### src/rtl/alu_arbiter_pkg.sv
// Shared types and constants for the two-requester ALU front end.
// Holds the FSM state encoding and the ALU op-select codes.
package alu_arbiter_pkg;

    localparam int ALU_W = 4;

    typedef enum logic [1:0] {
        IDLE = 2'd0,
        EXEC = 2'd1,
        RESP = 2'd2
    } state_e;

    localparam logic [1:0] OP_ADD = 2'b00;
    localparam logic [1:0] OP_AND = 2'b01;
    localparam logic [1:0] OP_OR  = 2'b10;
    localparam logic [1:0] OP_XOR = 2'b11;

endpackage

### src/rtl/alu.sv
// Shared combinational 4-bit ALU: add (carry dropped), and, or, xor.
// Driven only from the arbiter's operand registers.
module alu
    import alu_arbiter_pkg::*;
#(
    parameter int W = ALU_W
) (
    input  logic [W-1:0] a_i,
    input  logic [W-1:0] b_i,
    input  logic [1:0]   sel_i,
    output logic [W-1:0] y_o
);

    always_comb begin
        y_o = '0;
        unique case (sel_i)
            OP_ADD:  y_o = a_i + b_i;
            OP_AND:  y_o = a_i & b_i;
            OP_OR:   y_o = a_i | b_i;
            OP_XOR:  y_o = a_i ^ b_i;
            default: y_o = '0;
        endcase
    end

endmodule

### src/rtl/alu_arbiter.sv
// Round-robin front end sharing one ALU between two requesters.
// Grants in IDLE, computes in EXEC, holds the response in RESP.
module alu_arbiter
    import alu_arbiter_pkg::*;
#(
    parameter int W = ALU_W
) (
    input  logic         clk,
    input  logic         rst,
    input  logic         req0_valid,
    output logic         req0_ready,
    input  logic [W-1:0] req0_a,
    input  logic [W-1:0] req0_b,
    input  logic [1:0]   req0_sel,
    input  logic         req1_valid,
    output logic         req1_ready,
    input  logic [W-1:0] req1_a,
    input  logic [W-1:0] req1_b,
    input  logic [1:0]   req1_sel,
    output logic         rsp_valid,
    input  logic         rsp_ready,
    output logic         rsp_id,
    output logic [W-1:0] rsp_result,
    output logic         busy
);

    state_e       state_q, state_d;
    logic         prio_q, prio_d;
    logic         id_q, id_d;
    logic [W-1:0] a_q, a_d;
    logic [W-1:0] b_q, b_d;
    logic [1:0]   sel_q, sel_d;
    logic [W-1:0] res_q, res_d;
    logic         gnt0, gnt1;
    logic [W-1:0] alu_y;

    alu #(.W(W)) u_alu (
        .a_i   (a_q),
        .b_i   (b_q),
        .sel_i (sel_q),
        .y_o   (alu_y)
    );

    always_comb begin
        state_d = state_q;
        prio_d  = prio_q;
        id_d    = id_q;
        a_d     = a_q;
        b_d     = b_q;
        sel_d   = sel_q;
        res_d   = res_q;
        gnt0    = 1'b0;
        gnt1    = 1'b0;
        unique case (state_q)
            IDLE: begin
                // prio names the winner only when both requesters contend
                gnt1 = req1_valid && (!req0_valid || prio_q);
                gnt0 = req0_valid && !gnt1;
                if (gnt0 || gnt1) begin
                    id_d    = gnt1;
                    a_d     = gnt1 ? req1_a : req0_a;
                    b_d     = gnt1 ? req1_b : req0_b;
                    sel_d   = gnt1 ? req1_sel : req0_sel;
                    prio_d  = !gnt1;
                    state_d = EXEC;
                end
            end
            EXEC: begin
                res_d   = alu_y;
                state_d = RESP;
            end
            RESP: begin
                if (rsp_ready) state_d = IDLE;
            end
            default: state_d = IDLE;
        endcase
    end

    always_ff @(posedge clk or posedge rst) begin
        if (rst) begin
            state_q <= IDLE;
            prio_q  <= 1'b0;
            id_q    <= 1'b0;
            a_q     <= '0;
            b_q     <= '0;
            sel_q   <= '0;
            res_q   <= '0;
        end else begin
            state_q <= state_d;
            prio_q  <= prio_d;
            id_q    <= id_d;
            a_q     <= a_d;
            b_q     <= b_d;
            sel_q   <= sel_d;
            res_q   <= res_d;
        end
    end

    assign req0_ready = gnt0;
    assign req1_ready = gnt1;
    assign busy       = (state_q != IDLE);
    assign rsp_valid  = (state_q == RESP);
    assign rsp_id     = id_q;
    assign rsp_result = res_q;

endmodule
### config.mk
export PLATFORM = sky130hd
export DESIGN_NAME = alu_arbiter
export DESIGN_NICKNAME = d
export VERILOG_FILES = /design/src/rtl/alu_arbiter_pkg.sv /design/src/rtl/alu.sv /design/src/rtl/alu_arbiter.sv
export SDC_FILE = /design/constraint.sdc
export NUM_CORES = 1
export LEC_CHECK = 0
export CORE_MARGIN = 5
export CORE_UTILIZATION = 47
export DETAILED_ROUTE_END_ITERATION = 6
export PLACE_DENSITY = 0.81
export SYNTH_ARGS = -nofsm -noshare
export SYNTH_HDL_FRONTEND = slang
export SYNTH_HIERARCHICAL = 1
export SYNTH_SLANG_ARGS = --single-unit
export TNS_END_PERCENT = 100
### constraint.sdc
create_clock -name clk -period 2.4 [get_ports clk]
set_input_delay 0.36 -clock clk [delete_from_list [all_inputs] [get_ports clk]]
set_output_delay 0.36 -clock clk [all_outputs]
set_load 0.05 [all_outputs]
**After elaboration in Yosys (flattened, before gate mapping)**

Index checks and enable logic that the tools add are counted.

- Add/subtract/negate cells: 1
- Multipliers: 0
- Divide/modulo/power cells: 0
- Magnitude comparators: 0
- Equal/unequal tests: 7
- Shift-type cells: 0
- Muxes and demuxes: 9
- Bitwise logic cells: 3
- Reductions and logical operators: 11

Operator list:

| cell | number |
|---|---|
| 4-bit case mux with 4 select lines | 1 |
| 4-bit two-way mux | 2 |
| 2-bit == test, second input constant | 3 |
| 2-bit two-way mux | 3 |
| 2-bit case mux with 3 select lines | 1 |
| 4-bit adder | 1 |
| 4-bit AND | 1 |
| 2-bit by 1-bit == test with 1-bit output, second input constant | 2 |
| 2-bit logical NOT | 2 |
| 4-bit OR | 1 |
| 2-bit AND reduction | 2 |
| 4-bit XOR | 1 |
| 1-bit logical AND | 2 |
| 1-bit logical NOT | 2 |
| 1-bit logical OR | 2 |
| 1-bit two-way mux | 2 |
| 2-bit by 1-bit != test with 1-bit output, second input constant | 1 |
| 2-bit != test, second input constant | 1 |
| 2-bit nonzero test | 1 |

- Register bits: 18
- Latch bits: 0
- RAM bits: 0
- Bits in read-only memories: 0
- Input bits: 25
- Output and inout port bits: 9
- Logic and storage cells: 38
- Memories: 0

**Depth between registers and ports, before layout**

Gate-level depths: netlist of run 1.

- Depth in word-level cells: 8
- Depth in mapped cells: 7
- Depth with buffers taken out: 7

**By module**

The synthesis of run 1 kept the hierarchy.

Modules (own cells, without submodules):

| module | times used | cells each | area an instance (µm²) | seq. area each (µm²) |
|---|---|---|---|---|
| alu_arbiter | 1 | 86 | 850.8 | 450.4 |
| alu | 1 | 46 | 321.6 | 0.0 |

**Worst setup path before layout of run 1**

Ideal clock, no wire load.

- Path kind: register to register
- From: register a_q[1]
- To: register res_q[3], in the netlist rsp_result[3]
- Setup time: 0.128 ns
- Arrival time: 1.777 ns
- Data required time: 2.272 ns
- Path slack: 0.495 ns
- Cell stages (with the launch flop): 8
- Path buffers: 0
- Period minus slack after synthesis: 1.905 ns
- Cells stage by stage: dfrtp_1 -> inv_1 -> ha_1 -> a21o_1 -> a21oi_2 -> xnor2_1 -> mux4_2 -> mux2_1

- Cells in the longest elaborated chain, start to end: 2

RTL lines:

| item | RTL line | source |
|---|---|---|
| from (decl) | alu_arbiter.sv:30 | `logic [W-1:0] a_q, a_d;` |
| from (signal assigned) | alu_arbiter.sv:84 | `a_q <= '0;` |
| from (signal assigned) | alu_arbiter.sv:92 | `a_q <= a_d;` |
| 4-bit adder | alu.sv:17 | `OP_ADD: y_o = a_i + b_i;` |
| 4-bit case mux with 4 select lines | alu.sv:16 | `unique case (sel_i)` |
| net alu_y[3] | alu_arbiter.sv:35 | `logic [W-1:0] alu_y;` |
| to (signal assigned) | alu_arbiter.sv:95 | `res_q <= res_d;` |
| to (decl) | alu_arbiter.sv:33 | `logic [W-1:0] res_q, res_d;` |

The timed path passes the listed nets, and every way through them passes these cells.
A chain may end at the register's enable or synchronous reset.

**Worst setup path in the final report of run 1**

- From: register state_q[0]
- To: output rsp_valid

- Cells in the longest elaborated chain, start to end: 1

RTL lines:

| item | RTL line | source |
|---|---|---|
| from (decl) | alu_arbiter.sv:27 | `state_e state_q, state_d;` |
| from (signal assigned) | alu_arbiter.sv:89 | `state_q <= state_d;` |
| 2-bit == test | alu_arbiter.sv:102 | `assign rsp_valid = (state_q == RESP);` |
| to (decl) | alu_arbiter.sv:20 | `output logic rsp_valid,` |

No other way between the ends.

==> metrics.md, run 1 <==
| Metric | Value |
|---|---|
| Outcome | `complete, no violations` |
| Later-pin clock latency in the skew report | `0.30 ns` |
| End of the critical path | `rsp_valid` |
| Fmax | `roughly 480 MHz` |
| Synth area leaders | `dfrtp_1 (38%), ha_1 (9.6%), a21oi_1 (6.4%)` |
| Register area share after synthesis | `between 30% and 40%` |
| Via count | `1087` |
| Most common cell in the netlist | `dfrtp_1` |
| Synth Register Bits | `18` |
| WP data required | `2.04 ns` |
| Share of cells above drive strength 1 | `8.59%` |
| Post-DP HPWL | `2.12 mm` |
| GPL Wtd Cong | `0.810` |
| Gate Count Post-Synth | `approximately 130` |
| Max VDD drop | `0.000787 V` |
| Routed length per instance | `14.0 µm` |
| Warnings from Yosys | `6` |
| DRC viols | `0` |
| Nets | `approximately 200` |
| Post-synth EDFFs | `0` |
| TritonCTS clock tree | `done` |
| RSZ-0062 raised after global routing | `false` |
| Fill cells | `222` |
| Vias in the first global route | `1074` |
| Die height | `59.9 µm` |
| Die X | `approximately 60 µm` |
| Worst EP arrival | `around 1.7 ns` |
| CTS root buf | `clkbuf_4` |
| Die area | `approximately 3600 µm²` |
| First-pass GRT wire length | `about 4.5 mm` |
| Mapped cell area | `1170 µm²` |
| DR pass1 iterations | `4` |
| Io pins | `34` |
| Rows | `18` |
| DRT antenna net count | `0` |
| Fin area | `1560 µm²` |
| Clk sinks | `18` |
| # hold bufs at CTS | `0` |
| Post-route minimum period | `2.10 ns` |
| Setup tns final | `0 ns` |
| Yosys cell types | `31` |
| CP cell instances | `nand2b_1 > inv_1 > clkdlybuf4s50_1` |
| Critical Path Start Type | `register` |
| Final period util | `87.3%` |
| Asr flop ratio synth | `100%` |
| Post-synth top flop | `dfrtp_1` |
| Final setup fails | `0` |
| Worst reg2reg startpoint | `b_q[1]` |
| Skew final | `0.00138 ns` |
| Area Overhead vs Synth | `33.3%` |
| P_leak | `0.000686 µW` |
| Initial core utilization | `48.2%` |
| Type of the most critical hold path | `input pin to asynchronous set/reset pin` |
| Post-detailed-route via-to-cell ratio | `5.63` |
| Syn_nets | `166` |
| Slew Limit Headroom | `a little over half` |
| Antenna Cells | `0` |
| Slew Viols, Final | `0` |
| Critical-path top delay cell | `clkdlybuf4s50_1` |
| Clock buffer depth | `2` |
| Crit path capture type | `output pin` |
| Hold Fails Final Rpt | `0` |
| PostCTS Resize Cnt | `0` |
| Top cells by count, synth | `dfrtp_1 (18), a21oi_1 (15), o21ai_0 (15), inv_1 (14), a31oi_1 (11)` |
| Initial antenna violation count | `0` |
| Grt total ovfl | `0` |
| GRT Overall Usage | `16.3%` |
| CP Max Fanout | `3` |
| Share of the synthesized area in the top cell type | `about two fifths` |
| Worst R2R Setup Slack | `0.37 ns` |
| Area leader, netlist | `dfrtp_1` |
| Worst slew pin tran | `0.700 ns` |
| CP Launch Point | `state_q[0]` |
| Core area | `2430 µm²` |
| Crit path kind | `register to output pin` |
| Placed inst area | `roughly 1500 µm²` |
| Cell Pwr Density | `approximately 1400 nW/µm²` |
| Iter 0 DRT Violations | `31` |
| # Max-Cap Violations | `0` |
| H-tree Lvls | `1` |
| CTS clock-pin slew for the worst setup and hold paths | `0.10 ns` |
| Final WL | `2.70 mm` |
| Syn_area_per_cell | `8.88 µm²` |
| Crit Reg-Reg Endpoint | `rsp_result[3]` |
| Reg2Reg Depth | `7` |
| Total CTS buffers | `3` |
| # Post-CTS Setup Buffers | `0` |
| IO buf count | `33` |
| Max incr delay on CP | `0.79 ns` |
| Largest net degree at the start of global routing | `19` |
==> critical path, delay by kind of cell (launching register included) <==
family | cells | cell delay [ns]
buffers and inverters | 2 | 0.84
DFF | 1 | 0.43
and+or+nand+nor | 1 | 0.17
==> layout make-up <==
type,count,area (µm²),share of cell area (%)
well taps,30,37.5,2.40
clock buffers,3,22.5,1.44
multi-input cells,91,623,39.9
flip-flops and latches,18,450,28.8
inverters,15,56.3,3.60
repair buffers,36,373,23.9
==> power by group <==
part	switching [µW]	internal [µW]
logic	751	604
registers	165	460
clock network	97.1	58.6
total	1010	1120
==> metrics by stage <==
step / power (µW) / util, % / cells / hold WS, ns / setup WS [ns]
2_1_floorplan: 1610 / - / 132 / 0.299 / 0.495
3_3_place_gp: 1920 / 63.3 / 190 / 0.467 / 0.370
3_5_place_dp: 1990 / 63.3 / 190 / 0.474 / 0.354
4_1_cts: 2150 / 64.2 / 193 / 0.495 / 0.295
5_1_grt: 2290 / 64.2 / 193 / 0.528 / 0.224
6_report: 2140 / 64.2 / 193 / 0.460 / 0.304
==> cell families (layout without fill, tap and decap cells) <==
| family | after synthesis | in the layout | synth area share, % |
|---|---|---|---|
| AO/OA/AOI/OAI | 48 | 48 | 23.2 |
| AND/OR/NAND/NOR | 27 | 27 | 12.9 |
| buffers and inverters | 23 | 54 | 8.43 |
| flip-flops | 18 | 18 | 38.4 |
| adder cells (fa/ha/maj) | 9 | 9 | 9.61 |
| multiplexers | 6 | 6 | 6.72 |
| XOR/XNOR | 1 | 1 | 0.747 |
==> metal layers <==
layer,vias to the layer above,track usage (%),share of wire [%]
met3,3,3.89,7.8
met2,42,28.1,49
li1,529,-,-
met5,-,0,0
met1,513,19.3,42
met4,0,6.33,1.1
==> cell usage in the layout, fill, tap and decap left out, drive strengths merged <==
cell and instances:
nand2 5, or2 1, a21o 2, nand3 10, and2 1, a21oi 16, inv 15, buf 5
o21a 1, nor3 2, a21boi 1, clkdlybuf4s50 31, dfrtp 18, mux2 5, and3 1, mux4 1
nand3b 1, a31oi 11, nand2b 3, nor2b 1, nor3b 1, o21ai 16, xnor2 1, ha 9
clkbuf 3, o221ai 1, nor2 1
==> worst min path at each step <==
| stage | endpoint | cells past startpoint |
|---|---|---|
| after floorplan | a_q[0] | 1 |
| after global placement | rsp_id | 1 |
| after detailed placement | rsp_id | 1 |
| after CTS | rsp_result[2] | 2 |
| after global routing | rsp_result[1] | 1 |
| final | rsp_result[2] | 2 |
==> flip-flops by register name, indices dropped and copies added (netlist names) <==
| register | count |
|---|---|
| b_q | 4 |
| state_q | 2 |
| prio_q | 1 |
| rsp_id | 1 |
| a_q | 4 |
| rsp_result | 4 |
| sel_q | 2 |
No activity file was read; power rests on OpenSTA's default activity.
==> run 2, diff against run 1 <==
CELL_PAD_IN_SITES_DETAIL_PLACEMENT = 0   (was unset)
CELL_PAD_IN_SITES_GLOBAL_PLACEMENT = 1   (was unset)
CORE_UTILIZATION = 34   (was 47)
PLACE_DENSITY = 0.8   (was 0.81)
==> run 2 against run 1 <==
  * Flip-flop and latch count stayed put
  * Register-to-register slack hardly changed
  * Via count is 6.3% lower
  * Setup slack worse by 0.022 ns
  * Die area is 31% higher
  * Cell area is 2.2% higher
  * Combinational power hardly changed
  * Largest power group unchanged
==> metrics.md, run 2 (synthesis gave the netlist of run 1 again) <==
| Metric | Value |
|---|---|
| Outcome | `complete, no violations` |
| Grt total ovfl | `0 (unchanged)` |
| Crit path kind | `register to output pin` |
| Post-DP HPWL | `2.15 mm (+1.6%)` |
| Largest net degree at the start of global routing | `19 (unchanged)` |
| Post-route minimum period | `2.12 ns (+0.0223 ns)` |
| Placed inst area | `1560 µm² (+1.3%)` |
| Via count | `1019 (-6.3%)` |
| Sequential share of power | `29.3% (about the same)` |
| Initial core utilization | `35.1% (-13 points)` |
| Clk sinks | `18 (unchanged)` |
| DR pass1 iterations | `4 (unchanged)` |
| DRC viols | `0 (unchanged)` |
| Switch Pwr | `1010 µW (-0.65%)` |
| GRT Overall Usage | `12.6% (-3.7 points)` |
| CTS root buf | `clkbuf_4` |
| Internal | `1150 µW (+2.8%)` |
| Total CTS buffers | `3 (unchanged)` |
| Critical Path Start Type | `register` |
| Skew final | `0.00692 ns (+0.00554 ns)` |
| CTS clock-pin slew for the worst setup and hold paths | `0.10 ns (about the same)` |
| Routed length per instance | `12.1 µm (-14%)` |
| First-pass GRT wire length | `4.50 mm (+0.60%)` |
| Die height | `68.7 µm (+15%)` |
| Die X | `68.7 µm (+15%)` |
| Io pins | `34 (unchanged)` |
| Gate power share | `62.3% (-1.1 points)` |
| Rows | `21 (+3)` |
| Fin area | `1600 µm² (+2.2%)` |
| Setup tns final | `0 ns (unchanged)` |
| TritonCTS clock tree | `done` |
| Sw frac | `46.6% (-0.85 points)` |
| Slew Limit Headroom | `57.5% (+4.2 points)` |
| Clock Power Share | `8.4% (+1.1 points)` |
| Cell Pwr Density | `1350 nW/µm² (-0.98%)` |
| Antenna Cells | `0 (unchanged)` |
| Commonest cells after routing, fill and taps aside | `clkdlybuf4s50_1 (31), dfrtp_1 (18), o21ai_0 (15), a21oi_1 (15), inv_1 (14)` |
| PostCTS Resize Cnt | `0 (unchanged)` |
| Area Overhead vs Synth | `36.2%` |
| Clock buffer depth | `2 (unchanged)` |
| P_leak | `0.000694 µW (+1.0%)` |
| # Post-CTS Setup Buffers | `0 (unchanged)` |
| Fill cells | `342 (+54%)` |
| GPL Wtd Cong | `0.845 (+4.3%)` |
| DRT antenna net count | `0 (unchanged)` |
| Power Total | `2160 µW (+1.2%)` |
| Pre-CTS setup slack | `0.309 ns (-0.0457 ns)` |
| # hold bufs at CTS | `0 (unchanged)` |
| RSZ-0062 raised after global routing | `false` |
| Worst EP arrival | `1.76 ns (+0.02 ns)` |
| Final WL | `2.54 mm (-6.2%)` |
| Nets | `199 (unchanged)` |
| Die area | `4720 µm² (+31%)` |
| WP data required | `2.04 ns (about the same)` |
| Worst setup margin | `0.281 ns (-0.0223 ns)` |
| Share of cells above drive strength 1 | `9.15% (+0.56 points)` |
| Iter 0 DRT Violations | `27 (-13%)` |
| H-tree Lvls | `1 (unchanged)` |
| Hold Fails Final Rpt | `0 (unchanged)` |
| Worst slew pin tran | `0.636 ns (-0.0633 ns)` |
| Max VDD drop | `0.000597 V (-24%)` |
| Type of the most critical hold path | `input pin to asynchronous set/reset pin` |
| # Max-Cap Violations | `0 (unchanged)` |
| Core area | `3340 µm² (+37%)` |
| Initial antenna violation count | `0 (unchanged)` |
| Multi-input logic area | `623 µm² (unchanged)` |
| Crit path capture type | `output pin` |
| CP Max Fanout | `3 (unchanged)` |
| Final setup fails | `0 (unchanged)` |
| Fmax | `472 MHz (-1.1%)` |
| Later-pin clock latency in the skew report | `0.29 ns (about the same)` |
| Post-detailed-route via-to-cell ratio | `4.85 (-14%)` |
| Final period util | `88.3% (+0.93 points)` |
| Register Area | `450 µm² (unchanged)` |
| Slew Viols, Final | `0 (unchanged)` |
| Vias in the first global route | `1011 (-5.9%)` |
| Commonest non-fill, non-tap cell in the layout | `clkdlybuf4s50_1` |
| IO buf count | `33 (unchanged)` |
[run 2: changes by cell type in the layout (fill, tap and decap cells not counted)]
cell,change
clkbuf_8,+1
[run 2: layout make-up]
cell class,instances,area share (%)
timing repair buffer,36,23.4
clock buffer,4,2.27
inverter,15,3.53
tap,46,3.61
sequential,18,28.2
multi-input combinational,91,39.0
[run 2: critical path: stages, from the launching register on]
cell and delay, ns:
dfrtp_1 0.43, nand2b_1 0.17, inv_1 0.07, clkdlybuf4s50_1 0.79
[run 2: stage by stage]
| stage | hold slack, ns | utilization [%] | instances |
|---|---|---|---|
| floorplan | 0.299 | - | 132 |
| global placement | 0.468 | 46.8 | 206 |
| detailed placement | 0.471 | 46.8 | 206 |
| CTS | 0.456 | 47.8 | 210 |
| global route | 0.486 | 47.8 | 210 |
| finish | 0.435 | 47.8 | 210 |
[run 2: metal layers]
metal  global-route usage (%)  wire length [µm]  vias up
met5                        0                 0        -
met4                     5.11                48        0
met3                     1.78                98        5
met2                     19.7              1160       29
met1                     17.5              1230      454
li1                         -                 -      531
[run 2: worst paths after layout]
path	startpoint	end	slack (ns)	cells past startpoint
min	rst	rsp_result[0]	0.44	2
min in group clk	rsp_id	rsp_id	0.49	1
max in group asynchronous	rst	b_q[3]	1.55	2
max reg2reg	a_q[1]	rsp_result[3]	0.36	7
min reg2reg	rsp_id	rsp_id	0.49	1
max	state_q[0]	rsp_valid	0.28	3
[run 2: power groups by stage]
stage	Combinational, µW	Sequential (µW)	Clock, µW
after floorplan	883	724	0
after global placement	1320	628	0
after detailed placement	1360	640	0
after CTS	1370	634	187
after global routing	1500	661	204
final	1350	632	183
==> run 3, diff against run 2 <==
SLEW_MARGIN = 20   (was unset)
==> results of run 3 <==
No change in the layout: final DEF, timing and power equal those of run 2.
